## src/rtl/l2_request_arbiter_pkg.sv

```systemverilog
// Shared types and width defaults for the L1-to-L2 request arbiter.
package l2_request_arbiter_pkg;

  localparam int CPU_WORD_LEN_IN_BITS    = 32;
  localparam int L2_PACKET_WIDTH_IN_BITS = 64;

  typedef enum logic [1:0] {
    ARB_IDLE      = 2'd0,
    ARB_ISSUE     = 2'd1,
    ARB_WAIT_RESP = 2'd2
  } arb_state_e;

  typedef enum logic {
    ARB_SRC_ICACHE = 1'b0,
    ARB_SRC_DCACHE = 1'b1
  } arb_src_e;

  function automatic arb_src_e other_src(arb_src_e src);
    return (src == ARB_SRC_ICACHE) ? ARB_SRC_DCACHE : ARB_SRC_ICACHE;
  endfunction

endpackage

```

## src/rtl/l2_request_arbiter_if.sv

```systemverilog
// Bundle of the icache, dcache and L2 request/response signals around the arbiter.
interface l2_request_arbiter_if
  import l2_request_arbiter_pkg::*;
#(
  parameter int ADDR_WIDTH   = CPU_WORD_LEN_IN_BITS,
  parameter int PACKET_WIDTH = L2_PACKET_WIDTH_IN_BITS
);

  logic                    icache_req_valid_in;
  logic [ADDR_WIDTH-1:0]   icache_req_addr_in;
  logic                    icache_req_ready_out;
  logic                    icache_resp_valid_out;
  logic [PACKET_WIDTH-1:0] icache_resp_data_out;

  logic                    dcache_req_valid_in;
  logic [ADDR_WIDTH-1:0]   dcache_req_addr_in;
  logic                    dcache_req_is_write_in;
  logic [PACKET_WIDTH-1:0] dcache_req_wdata_in;
  logic                    dcache_req_ready_out;
  logic                    dcache_resp_valid_out;
  logic [PACKET_WIDTH-1:0] dcache_resp_data_out;

  logic                    l2_req_valid_out;
  logic [ADDR_WIDTH-1:0]   l2_req_addr_out;
  logic                    l2_req_is_write_out;
  logic [PACKET_WIDTH-1:0] l2_req_wdata_out;
  logic                    l2_req_src_out;
  logic                    l2_req_ready_in;
  logic                    l2_resp_valid_in;
  logic [PACKET_WIDTH-1:0] l2_resp_data_in;

  // Arbiter side.
  modport slave (
    input  icache_req_valid_in, icache_req_addr_in,
    output icache_req_ready_out, icache_resp_valid_out, icache_resp_data_out,
    input  dcache_req_valid_in, dcache_req_addr_in, dcache_req_is_write_in, dcache_req_wdata_in,
    output dcache_req_ready_out, dcache_resp_valid_out, dcache_resp_data_out,
    output l2_req_valid_out, l2_req_addr_out, l2_req_is_write_out, l2_req_wdata_out, l2_req_src_out,
    input  l2_req_ready_in, l2_resp_valid_in, l2_resp_data_in
  );

  // Environment side (caches and L2).
  modport master (
    output icache_req_valid_in, icache_req_addr_in,
    input  icache_req_ready_out, icache_resp_valid_out, icache_resp_data_out,
    output dcache_req_valid_in, dcache_req_addr_in, dcache_req_is_write_in, dcache_req_wdata_in,
    input  dcache_req_ready_out, dcache_resp_valid_out, dcache_resp_data_out,
    input  l2_req_valid_out, l2_req_addr_out, l2_req_is_write_out, l2_req_wdata_out, l2_req_src_out,
    output l2_req_ready_in, l2_resp_valid_in, l2_resp_data_in
  );

endinterface

```

## src/rtl/l2_request_arbiter_priority_picker.sv

```systemverilog
// Two-way one-hot picker (bit 0 = icache, bit 1 = dcache).
// L2_ARB_ROUND_ROBIN_EN selects rotating priority; otherwise dcache wins ties.
module l2_arb_priority_picker
  import l2_request_arbiter_pkg::*;
(
  input  logic       icache_valid,
  input  logic       dcache_valid,
`ifdef L2_ARB_ROUND_ROBIN_EN
  input  arb_src_e   prio,
`endif
  output logic [1:0] grant
);

  always_comb begin
    // NOTE: grant gets a default before any branch so no path leaves it unassigned (no latch).
    grant = {dcache_valid, icache_valid};
    if (icache_valid && dcache_valid) begin
`ifdef L2_ARB_ROUND_ROBIN_EN
      grant = (prio == ARB_SRC_ICACHE) ? 2'b01 : 2'b10;
`else
      grant = 2'b10;
`endif
    end
  end

endmodule

```

## src/rtl/l2_request_arbiter.sv

```systemverilog
// Shares the single L2 request port between the L1 icache and dcache, one transaction at a time.
// Optional rotating priority via L2_ARB_ROUND_ROBIN_EN (fixed dcache priority otherwise).
module l2_request_arbiter
  import l2_request_arbiter_pkg::*;
#(
  parameter int ADDR_WIDTH   = CPU_WORD_LEN_IN_BITS,
  parameter int PACKET_WIDTH = L2_PACKET_WIDTH_IN_BITS
) (
  input  logic                clk_in,
  input  logic                reset_in,
  l2_request_arbiter_if.slave bus
);

  arb_state_e              state, state_next;
  logic [1:0]              grant;
  logic                    icache_ready, dcache_ready;
  logic                    accept;
  arb_src_e                accept_src;

  arb_src_e                req_src_q;
  logic [ADDR_WIDTH-1:0]   req_addr_q;
  logic                    req_is_write_q;
  logic [PACKET_WIDTH-1:0] req_wdata_q;
  logic                    icache_resp_valid_q, dcache_resp_valid_q;
  logic [PACKET_WIDTH-1:0] icache_resp_data_q, dcache_resp_data_q;

`ifdef L2_ARB_ROUND_ROBIN_EN
  arb_src_e prio_q;

  always_ff @(posedge clk_in) begin
    if (reset_in)    prio_q <= ARB_SRC_ICACHE;
    else if (accept) prio_q <= other_src(accept_src);
  end
`endif

  l2_arb_priority_picker u_picker (
    .icache_valid (bus.icache_req_valid_in),
    .dcache_valid (bus.dcache_req_valid_in),
`ifdef L2_ARB_ROUND_ROBIN_EN
    .prio         (prio_q),
`endif
    .grant        (grant)
  );

  always_ff @(posedge clk_in) begin
    // NOTE: non-blocking assignments so every flop samples pre-edge values regardless of statement order.
    if (reset_in) state <= ARB_IDLE;
    else          state <= state_next;
  end

  always_comb begin
    state_next   = state;
    icache_ready = 1'b0;
    dcache_ready = 1'b0;
    unique case (state)
      ARB_IDLE: begin
        icache_ready = grant[0];
        dcache_ready = grant[1];
        if (grant != 2'b00) state_next = ARB_ISSUE;
      end
      ARB_ISSUE:     if (bus.l2_req_ready_in)  state_next = ARB_WAIT_RESP;
      ARB_WAIT_RESP: if (bus.l2_resp_valid_in) state_next = ARB_IDLE;
      default:       state_next = ARB_IDLE;
    endcase
  end

  // Readies are only ever raised in IDLE, so either one marks a transfer.
  assign accept     = icache_ready | dcache_ready;
  assign accept_src = dcache_ready ? ARB_SRC_DCACHE : ARB_SRC_ICACHE;

  always_ff @(posedge clk_in) begin
    if (reset_in) begin
      req_src_q           <= ARB_SRC_ICACHE;
      req_addr_q          <= '0;
      req_is_write_q      <= 1'b0;
      req_wdata_q         <= '0;
      icache_resp_valid_q <= 1'b0;
      dcache_resp_valid_q <= 1'b0;
      icache_resp_data_q  <= '0;
      dcache_resp_data_q  <= '0;
    end else begin
      icache_resp_valid_q <= 1'b0;
      dcache_resp_valid_q <= 1'b0;
      if (accept) begin
        req_src_q      <= accept_src;
        req_addr_q     <= dcache_ready ? bus.dcache_req_addr_in : bus.icache_req_addr_in;
        req_is_write_q <= dcache_ready & bus.dcache_req_is_write_in;
        req_wdata_q    <= dcache_ready ? bus.dcache_req_wdata_in : '0;
      end
      if (state == ARB_WAIT_RESP && bus.l2_resp_valid_in) begin
        if (req_src_q == ARB_SRC_DCACHE) begin
          dcache_resp_valid_q <= 1'b1;
          dcache_resp_data_q  <= bus.l2_resp_data_in;
        end else begin
          icache_resp_valid_q <= 1'b1;
          icache_resp_data_q  <= bus.l2_resp_data_in;
        end
      end
    end
  end

  assign bus.icache_req_ready_out  = icache_ready;
  assign bus.dcache_req_ready_out  = dcache_ready;
  assign bus.icache_resp_valid_out = icache_resp_valid_q;
  assign bus.icache_resp_data_out  = icache_resp_data_q;
  assign bus.dcache_resp_valid_out = dcache_resp_valid_q;
  assign bus.dcache_resp_data_out  = dcache_resp_data_q;
  assign bus.l2_req_valid_out      = (state == ARB_ISSUE);
  assign bus.l2_req_addr_out       = req_addr_q;
  assign bus.l2_req_is_write_out   = req_is_write_q;
  assign bus.l2_req_wdata_out      = req_wdata_q;
  assign bus.l2_req_src_out        = req_src_q;

endmodule

```

## src/flat_wrapper.sv

```systemverilog
// flat-port wrapper written by rule: the top's interface ports become plain ports
module l2_request_arbiter_flat import l2_request_arbiter_pkg::*;
#(
  parameter int ADDR_WIDTH   = CPU_WORD_LEN_IN_BITS,
  parameter int PACKET_WIDTH = L2_PACKET_WIDTH_IN_BITS
)
  (clk_in, reset_in, bus_icache_req_valid_in, bus_icache_req_addr_in, bus_icache_req_ready_out, bus_icache_resp_valid_out, bus_icache_resp_data_out, bus_dcache_req_valid_in, bus_dcache_req_addr_in, bus_dcache_req_is_write_in, bus_dcache_req_wdata_in, bus_dcache_req_ready_out, bus_dcache_resp_valid_out, bus_dcache_resp_data_out, bus_l2_req_valid_out, bus_l2_req_addr_out, bus_l2_req_is_write_out, bus_l2_req_wdata_out, bus_l2_req_src_out, bus_l2_req_ready_in, bus_l2_resp_valid_in, bus_l2_resp_data_in);
  l2_request_arbiter_if #(.ADDR_WIDTH(ADDR_WIDTH), .PACKET_WIDTH(PACKET_WIDTH)) bus_i ();
  input  logic clk_in;
  input  logic reset_in;
  input wire logic [$bits(bus_i.icache_req_valid_in)-1:0] bus_icache_req_valid_in;
  input wire logic [$bits(bus_i.icache_req_addr_in)-1:0] bus_icache_req_addr_in;
  output wire logic [$bits(bus_i.icache_req_ready_out)-1:0] bus_icache_req_ready_out;
  output wire logic [$bits(bus_i.icache_resp_valid_out)-1:0] bus_icache_resp_valid_out;
  output wire logic [$bits(bus_i.icache_resp_data_out)-1:0] bus_icache_resp_data_out;
  input wire logic [$bits(bus_i.dcache_req_valid_in)-1:0] bus_dcache_req_valid_in;
  input wire logic [$bits(bus_i.dcache_req_addr_in)-1:0] bus_dcache_req_addr_in;
  input wire logic [$bits(bus_i.dcache_req_is_write_in)-1:0] bus_dcache_req_is_write_in;
  input wire logic [$bits(bus_i.dcache_req_wdata_in)-1:0] bus_dcache_req_wdata_in;
  output wire logic [$bits(bus_i.dcache_req_ready_out)-1:0] bus_dcache_req_ready_out;
  output wire logic [$bits(bus_i.dcache_resp_valid_out)-1:0] bus_dcache_resp_valid_out;
  output wire logic [$bits(bus_i.dcache_resp_data_out)-1:0] bus_dcache_resp_data_out;
  output wire logic [$bits(bus_i.l2_req_valid_out)-1:0] bus_l2_req_valid_out;
  output wire logic [$bits(bus_i.l2_req_addr_out)-1:0] bus_l2_req_addr_out;
  output wire logic [$bits(bus_i.l2_req_is_write_out)-1:0] bus_l2_req_is_write_out;
  output wire logic [$bits(bus_i.l2_req_wdata_out)-1:0] bus_l2_req_wdata_out;
  output wire logic [$bits(bus_i.l2_req_src_out)-1:0] bus_l2_req_src_out;
  input wire logic [$bits(bus_i.l2_req_ready_in)-1:0] bus_l2_req_ready_in;
  input wire logic [$bits(bus_i.l2_resp_valid_in)-1:0] bus_l2_resp_valid_in;
  input wire logic [$bits(bus_i.l2_resp_data_in)-1:0] bus_l2_resp_data_in;
  assign bus_i.icache_req_valid_in = bus_icache_req_valid_in;
  assign bus_i.icache_req_addr_in = bus_icache_req_addr_in;
  assign bus_icache_req_ready_out = bus_i.icache_req_ready_out;
  assign bus_icache_resp_valid_out = bus_i.icache_resp_valid_out;
  assign bus_icache_resp_data_out = bus_i.icache_resp_data_out;
  assign bus_i.dcache_req_valid_in = bus_dcache_req_valid_in;
  assign bus_i.dcache_req_addr_in = bus_dcache_req_addr_in;
  assign bus_i.dcache_req_is_write_in = bus_dcache_req_is_write_in;
  assign bus_i.dcache_req_wdata_in = bus_dcache_req_wdata_in;
  assign bus_dcache_req_ready_out = bus_i.dcache_req_ready_out;
  assign bus_dcache_resp_valid_out = bus_i.dcache_resp_valid_out;
  assign bus_dcache_resp_data_out = bus_i.dcache_resp_data_out;
  assign bus_l2_req_valid_out = bus_i.l2_req_valid_out;
  assign bus_l2_req_addr_out = bus_i.l2_req_addr_out;
  assign bus_l2_req_is_write_out = bus_i.l2_req_is_write_out;
  assign bus_l2_req_wdata_out = bus_i.l2_req_wdata_out;
  assign bus_l2_req_src_out = bus_i.l2_req_src_out;
  assign bus_i.l2_req_ready_in = bus_l2_req_ready_in;
  assign bus_i.l2_resp_valid_in = bus_l2_resp_valid_in;
  assign bus_i.l2_resp_data_in = bus_l2_resp_data_in;
  l2_request_arbiter #(.ADDR_WIDTH(ADDR_WIDTH), .PACKET_WIDTH(PACKET_WIDTH)) u_core (.clk_in(clk_in), .reset_in(reset_in), .bus(bus_i));
endmodule
```

## config.mk

```make
export PLATFORM = sky130hd
export DESIGN_NAME = l2_request_arbiter_flat
export DESIGN_NICKNAME = d
export VERILOG_FILES = /design/src/rtl/l2_request_arbiter_pkg.sv /design/src/rtl/l2_request_arbiter_if.sv /design/src/rtl/l2_request_arbiter_priority_picker.sv /design/src/rtl/l2_request_arbiter.sv /design/src/flat_wrapper.sv
export SDC_FILE = /design/constraint.sdc
export NUM_CORES = 1
export LEC_CHECK = 0
export ABC_AREA = 1
export CAP_MARGIN = 5
export CORE_AREA = 8 8 159 161
export CTS_CLUSTER_DIAMETER = 150
export DETAILED_ROUTE_END_ITERATION = 12
export DIE_AREA = 0 0 167 169
export GPL_TIMING_DRIVEN = 1
export HOLD_SLACK_MARGIN = 0.12
export MAX_ROUTING_LAYER = met4
export PLACE_DENSITY = 0.77
export SYNTH_ARGS = -nofsm -noshare
export SYNTH_HDL_FRONTEND = slang
export SYNTH_SLANG_ARGS = --single-unit
```

## constraint.sdc

```tcl
create_clock -name clk_in -period 2.49 [get_ports clk_in]
set_input_delay 0.249 -clock clk_in [delete_from_list [all_inputs] [get_ports clk_in]]
set_output_delay 0.249 -clock clk_in [all_outputs]
set_load 0.1 [all_outputs]
```

# Word level (Yosys, flattened, before mapping)
# Cells that the tools add are included.
# W data, S select, Z words.
totals:
  register_bits: 230
  inputBits: 199
op_classes:
  mux: 12
  n_eq_ne: 5
  bitwise_logic: 4
  reduce_logical: 8
op_table:
  columns: ["operator", "count"]
  rows:
  - ["$mux W64", 1]
  - ["$mux W32", 1]
  - ["$mux W2", 4]
  - ["$pmux W2 S3", 1]
  - ["$mux W1", 5]
  - ["$ne A2 B1 Y1 const B", 2]
  - ["$reduce_and A2 Y1", 2]
  - ["$reduce_and A3 Y1", 1]
  - ["$eq A2 B1 Y1 const B", 1]
  - ["$eq A2 B2 Y1 const B", 1]
  - ["$logic_and A1 B1 Y1", 2]
  - ["$logic_not A2 Y1", 1]
  - ["$ne A2 B2 Y1 const B", 1]
  - ["$not A1 Y1", 2]
  - ["$reduce_bool A2 Y1", 1]
  - ["$reduce_or A2 Y1", 1]
  - ["$and A1 B1 Y1", 1]
  - ["$or A1 B1 Y1", 1]

# Longest topological paths before layout
# Gate-level depths: netlist of the first run.
logic_depth:
  word_depth: 5
  mapped_depth: 7
  depth_no_buf: 6

# Cells and area by module
# From an unflattened synthesis of the first run, not the netlist that was laid out.
unflattened:
  cells_unflattened: 1330
  area_unflattened_um2: 9522.9
by_module_without_submodules:
  columns: ["module", "cells_per_inst", "instances", "area_each_um2", "seq_area_each_um2"]
  rows:
  - ["l2_request_arbiter", 1327, 1, 9511.6, 4604.4]
  - ["l2_arb_priority_picker", 3, 1, 11.3, 0.0]

# Least setup slack after synthesis of the first run
# No wires, ideal clock.
synth_path:
  kind: "flip-flop to flip-flop"
  from: "register u_core.state[0]"
  to: "register u_core.state[0]"
  setup_time_ns: 0.072
  period_less_slack_ns: 2.133
  t_arrival_ns: 2.062
  stages_incl_launch_ff: 5
  path_buffers: 0
  path_slack_ns: 0.357
  cell_sequence: "dfxtp_1 -> inv_1 -> nor2_1 -> nand2_1 -> a21oi_1"
synth_between:
  elab_chain_cells: 3
  word_cells_on_any_way: 8
  classes_between: "eq/ne (5); mux (1); reduce/logical (2)"
synth_rtl:
  columns: ["element", "line", "rtl"]
  rows:
  - ["from (decl)", "l2_request_arbiter.sv:14", "arb_state_e state, state_next;"]
  - ["from (signal assigned)", "l2_request_arbiter.sv:48", "else state <= state_next;"]
  - ["$eq A2 B1 Y1 *", null, null]
  - ["via bus_l2_req_valid_out", "flat_wrapper.sv:23", "output wire logic [$bits(bus_i.l2_req_valid_out)-1:0] bus_l2_req_valid_out;"]
  - ["$ne A2 B1 Y1 (no line)", null, null]
  - ["$reduce_and A3 Y1 (no line)", null, null]
# The timed path passes the listed nets; every way through them passes the cells marked *.
# A chain may end at the register's enable or synchronous reset.

# Worst setup path after layout of the first run
layout_path:
  from: "register u_core.state[0]"
  to: "output bus_dcache_req_ready_out"
layout_between:
  elab_chain_cells: 2
layout_rtl:
  columns: ["element", "line", "rtl"]
  rows:
  - ["$logic_not A2 Y1", "l2_request_arbiter.sv:55", "unique case (state)"]
  - ["$mux W1", "l2_request_arbiter.sv:55", null]
  - ["to (decl)", "flat_wrapper.sv:20", "output wire logic [$bits(bus_i.dcache_req_ready_out)-1:0] bus_dcache_req_ready_out;"]
# No other way between the ends.

==> flow_summary.yaml, run 1 <==
yosys:
  ys_seq_area_frac: 0.527
  yosys_warnings: 0
  synth-main-ff-cell: "sky130_fd_sc_hd__dfxtp_1"
  syn-cell-area_um2: 8740
  cell_taking_the_most_area_after_synthesis: "sky130_fd_sc_hd__dfxtp_1"
  synth.avg_cell_area_um2: 7.56
  synth_area_leaders: "sky130_fd_sc_hd__dfxtp_1 (53%), sky130_fd_sc_hd__nand2_1 (11%), sky130_fd_sc_hd__a21oi_1 (9.3%)"
  synth_most_common_cell: "sky130_fd_sc_hd__nand2_1"
  synth_cell_type_count: 19
  synth_common_cells: "sky130_fd_sc_hd__nand2_1 (263), sky130_fd_sc_hd__dfxtp_1 (230), sky130_fd_sc_hd__a21oi_1 (163), sky130_fd_sc_hd__nor2_1 (134), sky130_fd_sc_hd__inv_1 (68)"
  asyncSetResetFlopFracSynth: 0
  synth_edf_count: 0
  ff_latch_count_synth: 230
  post-synth-top-area-fraction: 0.527
  synth_fp_nets: 1356
  synthCells: 1157
clocking:
  post_cts_resize_count: 0
  clock_latency_of_the_later_clocked_register_in_the_worst_skew_pair_ns: 0.52
  cts_buffers: 25
  cts_num_sinks: 230
  clock_path_buffers: 3
  cts.root.buffer_cell: "sky130_fd_sc_hd__clkbuf_16"
  cts_setup_buffers: 0
  htree_num_levels: 1
  worst_setup_hold_path_clk_slew_ns: 0.06
  ctsHoldBuffers: 0
  cts_tree: "built"
die:
  die_height_um: 169
  placementRows: 56
  top_level_ports: 430
  effective_utilization_at_floorplan: 0.382
  design.die.area_um2: 28200
  dieWidth_um: 167
  core_area_um2: 22900
setup_path:
  cp.arrival_ns: 1.81
  worst_path_largest_cell_delay_ns: 0.37
  cp-end-kind: "output port"
  cp-start-kind: "flop"
  cpMaxStageDelayCell: "sky130_fd_sc_hd__dfxtp_1"
  cp_data_required_time_ns: 2.24
  cp_max_fo: 21
  critPathKind: "reg -> out"
  timing.critical_path.cells: "nor2_4 -> nand2_2 -> inv_2 -> buf_12"
timing:
  grt_setup_unrepaired: "no"
  finalHoldViolations: 0
  timing.final.crit_period_ns: 2.06
  slew_headroom: 0.451
  setup-violations-final: 0
  worst_slew_pin_slew_ns: 0.823
  worst_clock_skew_on_the_final_layout_ns: 0.0211
  fin_crit_sh: 0.829
  maxSlewViolCount: 0
  setup_ws_ns: 0.427
  clock.fmax_mhz: 485
  timing.setup.tns_ns: 0
global_route:
  grt-ovfl-total: 0
  globalRouteTotalUtil: 0.231
  pin_count_of_the_biggest_net_entering_global_routing: 166
  via_count_of_the_first_global_routing_pass: 8997
  grt_first_pass_wirelength_um: 50900
  initial_antenna_violation_count: 2
flow_run:
  maxCapViolations: 0
finish:
  final.fill_count: 2111
  layoutNonFillerInstCount: 1852
  syn2layout_area_growth_pct: 53.6
  post_route_cells_drive_above_1_share: 0.196
  fin_nets: 1740
detailed_routing:
  drt-wirelength-per-cell_um: 18.2
  route.antenna.remaining_nets: 0
  detailedRoute.firstIterationViolations: 834
  drt-vias-per-instance: 5.04
  detail_route.drc_violations: 0
  route.vias.total: 9340
  final_routed_wirelength_um: 33800
  dr.pass1.iters: 5
placement:
  post-place-cells: 1804
  port-buffer-count: 429
  post-dp-hpwl_um: 24100
  gp_congestion: 0.847
  dpl_worst_slack_ns: 0.487
outcome:
  outcome: "complete, no violations"
power_and_ir_drop:
  leakage_nw: 5.68
  vdd_ir_drop_max_v: 0.000571
  power.density_nw_per_um2: 749
worst_hold_path:
  timing.hold.worst.class: "in -> reg"
final timing paths:
| path | start | to | slack, ns | cells after the start |
|---|---|---|---|---|
| worst max register to register | u_core.state[0] | u_core.bus.l2_req_wdata_out[17] | 0.83 | 6 |
| worst max-delay path | u_core.state[0] | bus_dcache_req_ready_out | 0.43 | 4 |
| worst min-delay path | bus_dcache_req_wdata_in[23] | u_core.bus.l2_req_wdata_out[23] | 0.27 | 3 |
| worst min register to register | u_core.bus.dcache_resp_data_out[27] | u_core.bus.dcache_resp_data_out[27] | 0.46 | 2 |
flip-flops by register name (all words and copies together), names as in the netlist:
| name | cells |
|---|---|
| u_core.bus.icache_resp_data_out | 64 |
| u_core.state | 2 |
| u_core.bus.l2_req_src_out | 1 |
| u_core.bus.icache_resp_valid_out | 1 |
| u_core.bus.dcache_resp_data_out | 64 |
| u_core.bus.l2_req_wdata_out | 64 |
| u_core.bus.dcache_resp_valid_out | 1 |
| u_core.bus.l2_req_is_write_out | 1 |
| u_core.bus.l2_req_addr_out | 32 |
layer usage:
metal / vias up / global-route usage / wire length [um]
li1: 4553 / - / -
met1: 4263 / 0.251 / 12800
met2: 450 / 0.384 / 16300
met3: 74 / 0.0780 / 3380
met4: 0 / 0.0983 / 1250
met5: - / - / 0
layout by cell type (no fill, tap or decap), drive strengths merged:
master | synthesis | layout
nand2 | 264 | 264
nor2 | 136 | 136
a21oi | 163 | 163
diode | 0 | 2
clkdlybuf4s50 | 0 | 196
o21ai | 65 | 65
clkbuf | 46 | 37
clkinvlp | 0 | 1
inv | 71 | 72
nand3b | 1 | 1
bufinv | 0 | 2
buf | 50 | 257
nand3 | 66 | 66
nand4 | 65 | 65
dfxtp | 230 | 230
clkinv | 0 | 5
area by class of cell:
type	count	area (um2)	area share
Sequential cell	230	4610	0.343
Antenna cell	2	5.00	0.000373
Timing Repair Buffer	453	3960	0.295
Clock inverter	9	105	0.00783
Multi-Input combinational cell	760	3420	0.255
Clock buffer	37	701	0.0522
Tap cell	290	363	0.0270
Inverter	71	267	0.0199
power breakdown:
| part | internal (W) | total, W | switching [W] |
|---|---|---|---|
| registers | 0.00384 | 0.00393 | 0.0000886 |
| clock network | 0.00216 | 0.00363 | 0.00147 |
| logic | 0.000681 | 0.00249 | 0.00181 |
logic make-up after synthesis:
family                 synth area share
AOI/OAI and AO/OA                 0.132
DFF                               0.527
and+or+nand+nor                   0.259
buffers and inverters            0.0826
per-stage QoR:
step | util | power, W | hold slack, ns | cell area (um2)
2_1_floorplan | - | 0.00570 | 0.392 | 8740
3_3_place_gp | 0.551 | 0.00649 | 0.450 | 12600
3_5_place_dp | 0.551 | 0.00650 | 0.452 | 12600
4_1_cts | 0.586 | 0.0101 | 0.253 | 13400
5_1_grt | 0.586 | 0.0105 | 0.265 | 13400
6_report | 0.586 | 0.0101 | 0.275 | 13400
critical path, delay by kind of cell (launching register included):
family        cells  cell delay, ns
flops             1            0.37
buf+inv           2            0.57
simple gates      2            0.35
Power figures use the tool's default switching activity.
==> inputs of run 2 (changes only) <==
--- a/config.mk
+++ b/config.mk
@@ -7,14 +7,14 @@
 export LEC_CHECK = 0
 export ABC_AREA = 1
 export CAP_MARGIN = 5
-export CORE_AREA = 8 8 159 161
+export CORE_AREA = 8 8 160 162
 export CTS_CLUSTER_DIAMETER = 150
 export DETAILED_ROUTE_END_ITERATION = 12
-export DIE_AREA = 0 0 167 169
+export DIE_AREA = 0 0 168 170
 export GPL_TIMING_DRIVEN = 1
 export HOLD_SLACK_MARGIN = 0.12
 export MAX_ROUTING_LAYER = met4
-export PLACE_DENSITY = 0.77
+export PLACE_DENSITY = 0.76
 export SYNTH_ARGS = -nofsm -noshare
 export SYNTH_HDL_FRONTEND = slang
 export SYNTH_SLANG_ARGS = --single-unit
==> constraint.sdc (replaced) <==
create_clock -name clk_in -period 2 [get_ports clk_in]
set_input_delay 0.2 -clock clk_in [delete_from_list [all_inputs] [get_ports clk_in]]
set_output_delay 0.2 -clock clk_in [all_outputs]
set_load 0.1 [all_outputs]
==> run 2 against run 1 <==
  * Setup slack got worse by 0.31 ns
  * Clock-buffer cell count increased by 2
  * Critical path depth increased by 1
  * Cell area increased by 0.25%
  * Clock skew decreased by 0.0065 ns
  * Sequential share of layout area decreased by 0.086 points
  * Global-route usage decreased by 0.41 points
  * Combinational power increased by 26%
  * Register-to-register slack got worse by 0.39 ns
  * Die area increased by 1.2%
  * Hold slack got worse by 0.044 ns
  * Largest cell class unchanged
  * Largest power group unchanged
==> flow_summary.yaml, run 2 (synthesized netlist as in run 1, its figures left out) <==
timing:
  grt_setup_unrepaired: "no"
  slew_headroom: 0.443
  worst_clock_skew_on_the_final_layout_ns: 0.0146
  finalHoldViolations: 0
  clock.fmax_mhz: 532
  setup-violations-final: 0
  maxSlewViolCount: 0
  fin_crit_sh: 0.941
  worst_slew_pin_slew_ns: 0.836
  timing.final.crit_period_ns: 1.88
  timing.setup.tns_ns: 0
  setup_ws_ns: 0.119
setup_path:
  cp_data_required_time_ns: 1.80
  cp-start-kind: "flop"
  cp_max_fo: 22
  cp.arrival_ns: 1.68
  cp-end-kind: "output port"
  critPathKind: "reg -> out"
die:
  core_area_um2: 23100
  die_height_um: 170
  top_level_ports: 430
  effective_utilization_at_floorplan: 0.379
  dieWidth_um: 168
  placementRows: 56
  design.die.area_um2: 28600
placement:
  port-buffer-count: 429
  post-dp-hpwl_um: 23900
  gp_congestion: 0.814
  dpl_worst_slack_ns: 0.194
power_and_ir_drop:
  power.density_nw_per_um2: 920
  leakage_nw: 5.68
  vdd_ir_drop_max_v: 0.000746
global_route:
  via_count_of_the_first_global_routing_pass: 9146
  pin_count_of_the_biggest_net_entering_global_routing: 166
  grt_first_pass_wirelength_um: 51100
  globalRouteTotalUtil: 0.227
  grt-ovfl-total: 0
  initial_antenna_violation_count: 1
detailed_routing:
  detail_route.drc_violations: 0
  drt-wirelength-per-cell_um: 18.0
  route.antenna.remaining_nets: 0
  drt-vias-per-instance: 5.00
  route.vias.total: 9241
  final_routed_wirelength_um: 33300
  dr.pass1.iters: 5
  detailedRoute.firstIterationViolations: 832
clocking:
  cts.root.buffer_cell: "sky130_fd_sc_hd__clkbuf_16"
  cts_buffers: 25
  cts_tree: "built"
  htree_num_levels: 1
  cts_num_sinks: 230
  clock_latency_of_the_later_clocked_register_in_the_worst_skew_pair_ns: 0.52
  clock_path_buffers: 3
  worst_setup_hold_path_clk_slew_ns: 0.06
outcome:
  outcome: "complete, no violations"
worst_hold_path:
  timing.hold.worst.class: "in -> reg"
finish:
  final_cell_mix: "sky130_fd_sc_hd__nand2_1 (263), sky130_fd_sc_hd__buf_4 (243), sky130_fd_sc_hd__dfxtp_1 (229)"
  syn2layout_area_growth_pct: 53.9
  final.fill_count: 2147
  most_common_library_cell_in_the_layout_ignoring_fill_and_taps: "sky130_fd_sc_hd__nand2_1"
  final_core_utilization: 0.584
  post_route_cells_drive_above_1_share: 0.192
  fin_nets: 1741
flow_run:
  maxCapViolations: 0
## run 2: critical path, cell delays in order, from the launching register on
cell	delay [ns]
sky130_fd_sc_hd__dfxtp_1	0.38
sky130_fd_sc_hd__nor2_4	0.17
sky130_fd_sc_hd__nand2_2	0.12
sky130_fd_sc_hd__inv_2	0.15
sky130_fd_sc_hd__buf_12	0.17
sky130_fd_sc_hd__buf_12	0.18
## run 2: final timing paths
check,start,to,slack (ns),cells past startpoint
setup reg to reg,u_core.state[1],u_core.bus.dcache_resp_data_out[24],0.44,5
hold / removal,bus_dcache_req_wdata_in[11],u_core.bus.l2_req_wdata_out[11],0.23,3
hold reg to reg,u_core.bus.dcache_resp_data_out[49],u_core.bus.dcache_resp_data_out[49],0.46,2
setup / recovery,u_core.state[0],bus_dcache_req_ready_out,0.12,5
## run 2: through the flow
| step | total power, W | area, um2 | std cells | hold WS (ns) |
|---|---|---|---|---|
| 5_1_grt | 0.0128 | 13500 | 1848 | 0.226 |
| 3_3_place_gp | 0.00810 | 12700 | 1802 | 0.448 |
| 4_1_cts | 0.0125 | 13400 | 1846 | 0.208 |
| 2_1_floorplan | 0.00710 | 8740 | 1157 | 0.343 |
| 6_report | 0.0124 | 13500 | 1848 | 0.230 |
| 3_5_place_dp | 0.00812 | 12700 | 1802 | 0.453 |
## run 2: where the power goes
group	internal (W)	switching [W]
clock network	0.00254	0.00181
logic	0.000877	0.00225
registers	0.00478	0.000113
## run 2: area by class of cell
| class | instances | area (um2) | area share |
|---|---|---|---|
| sequential | 230 | 4610 | 0.342 |
| timing repair buffer | 454 | 4040 | 0.300 |
| multi-input combinational | 760 | 3430 | 0.255 |
| clock buffer | 39 | 708 | 0.0526 |
| tap | 290 | 363 | 0.0270 |
| inverter | 71 | 267 | 0.0198 |
| clock inverter | 3 | 43.8 | 0.00325 |
| antenna | 1 | 2.50 | 0.000186 |
## run 2: what timing repair did
item / 4_1_cts / 5_1_grt
gates resized for setup: 0 / 0
endpoints found under the hold margin: 2 / 0
hold buffers: 2 / 0
endpoints found under the setup margin: 0 / 1
buffers inserted: 0 / 1
## run 2: routing by layer
metal | global-route usage | up-vias | share of wire
met3 | 0.0767 | 58 | 0.099
met5 | - | - | 0
met1 | 0.251 | 4247 | 0.38
met4 | 0.0691 | 0 | 0.028
li1 | - | 4542 | -
met2 | 0.384 | 394 | 0.49
